`config.mk`:
```
export PLATFORM = sky130hd
export DESIGN_NAME = branch_unit
export DESIGN_NICKNAME = d
export VERILOG_FILES = /design/src/rtl/branch_unit.sv
export SDC_FILE = /design/constraint.sdc
export NUM_CORES = 1
export LEC_CHECK = 0
export BUFFER_PORTS_ARGS = -buffer_cell sky130_fd_sc_hd__buf_2
export CAP_MARGIN = 20
export CORE_ASPECT_RATIO = 0.6
export CORE_MARGIN = 2
export CORE_UTILIZATION = 35
export DETAILED_ROUTE_END_ITERATION = 7
export PLACE_DENSITY = 0.63
export SYNTH_ARGS = -nofsm -noshare
export SYNTH_HDL_FRONTEND = slang
export SYNTH_SLANG_ARGS = --single-unit
```
`constraint.sdc`:
```
create_clock -name clk -period 0.8 [get_ports clk]
set_clock_uncertainty 0.05 [all_clocks]
set_input_delay 0.16 -clock clk [delete_from_list [all_inputs] [get_ports clk]]
set_output_delay 0.16 -clock clk [all_outputs]
set_load 0.1 [all_outputs]
```
`src/rtl/branch_unit.sv`:
```
// Branch condition evaluator: registers taken flag and redirect target 1 cycle after inputs.
// No enable or handshake; the result of the current inputs is captured on every clk edge.
module branch_unit #(
  parameter int XLEN = 32
) (
  input  logic            clk,
  input  logic            rst_n,
  input  logic [XLEN-1:0] operandA,
  input  logic [XLEN-1:0] operandB,
  input  logic [2:0]      branchType,
  input  logic [XLEN-1:0] jumpAddr,
  output logic            takeBranch,
  output logic [XLEN-1:0] branchTarget
);

  typedef enum logic [2:0] {
    BR_EQ   = 3'b000,
    BR_NE   = 3'b001,
    BR_JUMP = 3'b010,
    BR_NONE = 3'b011,
    BR_LT   = 3'b100,
    BR_GE   = 3'b101,
    BR_LTU  = 3'b110,
    BR_GEU  = 3'b111
  } branchTypeE;

  logic isEqual;
  logic isLessSigned;
  logic isLessUnsigned;
  logic condTrue;

  assign isEqual        = (operandA == operandB);
  assign isLessSigned   = ($signed(operandA) < $signed(operandB));
  assign isLessUnsigned = (operandA < operandB);

  always_comb begin
    condTrue = 1'b0;
    unique case (branchTypeE'(branchType))
      BR_EQ:   condTrue = isEqual;
      BR_NE:   condTrue = !isEqual;
      BR_JUMP: condTrue = 1'b1;
      BR_NONE: condTrue = 1'b0;
      BR_LT:   condTrue = isLessSigned;
      BR_GE:   condTrue = !isLessSigned;
      BR_LTU:  condTrue = isLessUnsigned;
      BR_GEU:  condTrue = !isLessUnsigned;
      default: condTrue = 1'b0;
    endcase
  end

  // A not-taken result zeroes the target so stale addresses never leak downstream.
  always_ff @(posedge clk or negedge rst_n) begin
    if (!rst_n) begin
      takeBranch   <= 1'b0;
      branchTarget <= '0;
    end else begin
      takeBranch   <= condTrue;
      branchTarget <= condTrue ? jumpAddr : '0;
    end
  end

endmodule

```
==> qor.yml <==
p_leak_uw: 0.00223
die-area_um2: 7790
htreeDepth: 2
max_freq_mhz: 504
grt_pass1_vias: 2386
first_pass_iters: 4
critPathLaunchType: "input pin"
slew_headroom_pct: 81.1
cts_sinks: 33
critPathCaptureType: "register"
worst_pin_slew_ns: 0.282
post_drt_via_cell_ratio: 4.68
synth.distinct_cells: 30
synth.yosys.seq_area_share_pct: 33.4
rsz0062_at_grt: "true"
vias: 2352
postLayoutCoreUtil_pct: 67.7
power_uw: 8000
required_ns: 0.94
critPathKind: "input pin to register"
wl_per_cell_um: 13.8
syn-instance-count: 263
synth-async-reset-ratio_pct: 100
cpMostUsedCell: "buf_6"
status: "complete, but fails checks"
overflow: 0
clk_pin_slew_ns: 0.06
start_util_pct: 36.6
peakVddDrop_v: 0.00110
tritoncts: "done"
synth_area_um2: 2480
cts_buffer_depth: 2
worstPathCellList: "buf_6 -> ha_4 -> nand4_4 -> nor4_4 -> nor3b_2 -> a221oi_2 -> a211oi_4 -> buf_6 -> buf_16 -> mux2i_1"
yosysWarningCount: 0
period_minus_slack_ns: 1.99
drtIter0Drc: 82
dpl_worst_slack_ns: -1.64
synth.most_common_cell: "nand2_1"
cts_buffers: 5
nets: 548
yosysTopAreaCell: "dfrtp_1"
synth_edf_count: 0
ys_seq_elements: 33
worst_path_max_delay_cell: "nor4_4"
power_density_nw_per_um2: 1750
synth.top_cell.area_share_pct: 33.4
critPathMaxStageDelay_ns: 0.33
cp_max_fo: 8
die_x_um: 113
drt_wl_total_um: 6920
crit_family: "simple AND/OR/NAND/NOR gates"
dp_hpwl_um: 5230
critical_path_buf_inv_count: 3
setup_slack_ns: -1.19
hp-class: "input pin to register"
io_pins: 134
antenna_found_initial: 0
hold_viol_final: 0
synth_common_cells: "41 x nand2_1, 33 x dfrtp_1, 33 x inv_1, 33 x nand2b_1"
violations: "setup timing"
portBuffers: 133
cp.arrival_ns: 2.12
cts-root-buf: "clkbuf_16"
gp_congestion: 0.746
maxCapViolations: 0
synth_nets: 396
ys.flop_type: "dfrtp_1"
num_rows: 23
syn_area_per_cell_um2: 9.41
grt_max_degree: 38
area_delta_synth_final_pct: 84.9
grtUsageTotal_pct: 17.9
layout-drive-gt1-share_pct: 56.0
core-area_um2: 6760
grt_pass1_wl_um: 11200
synth_area_leaders: "dfrtp_1 33%, ha_1 16%, mux2i_1 13%, nand2b_1 8.3%, nand2_1 6.2%"
drt_drc_violations_left: 0
fin_crit_sh_pct: 248
fp.dieH_um: 69.2
finalMaxSlewViolations: 0
antennaDiodeCount: 0
ant_nets: 0
final-setup-viol-count: 66
==> cells in the final DEF (no fill, tap or decap), types with 4 or more instances in the layout <==
master / Yosys / layout
buf_2: 0 / 84
dfrtp_1: 33 / 9
inv_1: 33 / 17
ha_4: 0 / 19
buf_4: 0 / 15
buf_12: 0 / 37
inv_2: 0 / 11
nand2_1: 41 / 40
nand4_1: 5 / 5
o21ai_0: 7 / 7
nand2b_1: 33 / 33
mux2i_1: 32 / 32
inv_4: 0 / 4
clkbuf_16: 0 / 5
buf_6: 0 / 16
ha_1: 32 / 13
a21oi_1: 15 / 15
dfrtp_4: 0 / 24
==> state kept, by name (all words and copies together) (netlist names) <==
signal	cells
branchTarget	32
takeBranch	1
==> final timing paths <==
kind,start,end,cells after the start,slack [ns]
setup / recovery,operandA[15],branchTarget[3]$_DFF_PN0_,10,-1.19
min in group asynchronous,rst_n,branchTarget[20]$_DFF_PN0_,3,0.33
hold / removal,jumpAddr[21],branchTarget[21]$_DFF_PN0_,3,0.08
max in group asynchronous,rst_n,branchTarget[6]$_DFF_PN0_,3,0.16
==> where the power goes <==
| group | switching (µW) | leakage, µW | internal, µW |
|---|---|---|---|
| registers | 150 | 0.000390 | 1930 |
| logic | 2130 | 0.00176 | 1560 |
| clock network | 672 | 0.0000841 | 1550 |
==> layer usage <==
metal,vias to the layer above,GRT usage [%],part of all wire (%)
li1,1183,-,-
met1,1101,21.4,44
met2,64,31.6,50
met3,4,5.19,6.2
met4,0,4.20,0.64
met5,-,0,0
==> layout make-up <==
cell class / count / area (µm²)
clock inverters: 1 / 30.0
multi-input cells: 187 / 1720
fillers: 523 / 2180
clock buffers: 7 / 143
inverters: 33 / 146
flip-flops and latches: 33 / 916
repair buffers: 155 / 1520
well taps: 87 / 109
==> logic make-up (layout without fill, tap and decap cells) <==
group	Yosys count	in the layout	share of synthesized area (%)
buffers and inverters	43	196	8.69
DFF	33	33	33.4
muxes	32	32	12.9
xor gates and xnor gates	1	1	0.657
adders and majority gates	32	32	16.2
AOI/OAI and AO/OA	33	33	8.74
and+or+nand+nor	89	89	19.5
==> metrics by stage <==
| step | hold slack [ns] | TNS (ns) | cell area [µm²] | cells |
|---|---|---|---|---|
| 2_1_floorplan | -0.186 | -43.33 | 2660 | 263 |
| 3_3_place_gp | 0.0822 | -50.32 | 3980 | 486 |
| 3_5_place_dp | 0.0822 | -52.76 | 3980 | 486 |
| 4_1_cts | 0.0804 | -47.20 | 4580 | 503 |
| 5_1_grt | 0.0866 | -51.51 | 4580 | 503 |
| 6_report | 0.0846 | -47.59 | 4580 | 503 |
==> what timing repair did <==
action                                 CTS  global route
endpoints found under the hold margin   33             0
gates resized for setup                 51             0
setup buffers                            6             0
hold buffers                             1             0
pin swaps                               20             0
setup endpoints to repair               66            66
cloned                                   2             0
(Power assumes the default switching activity.)
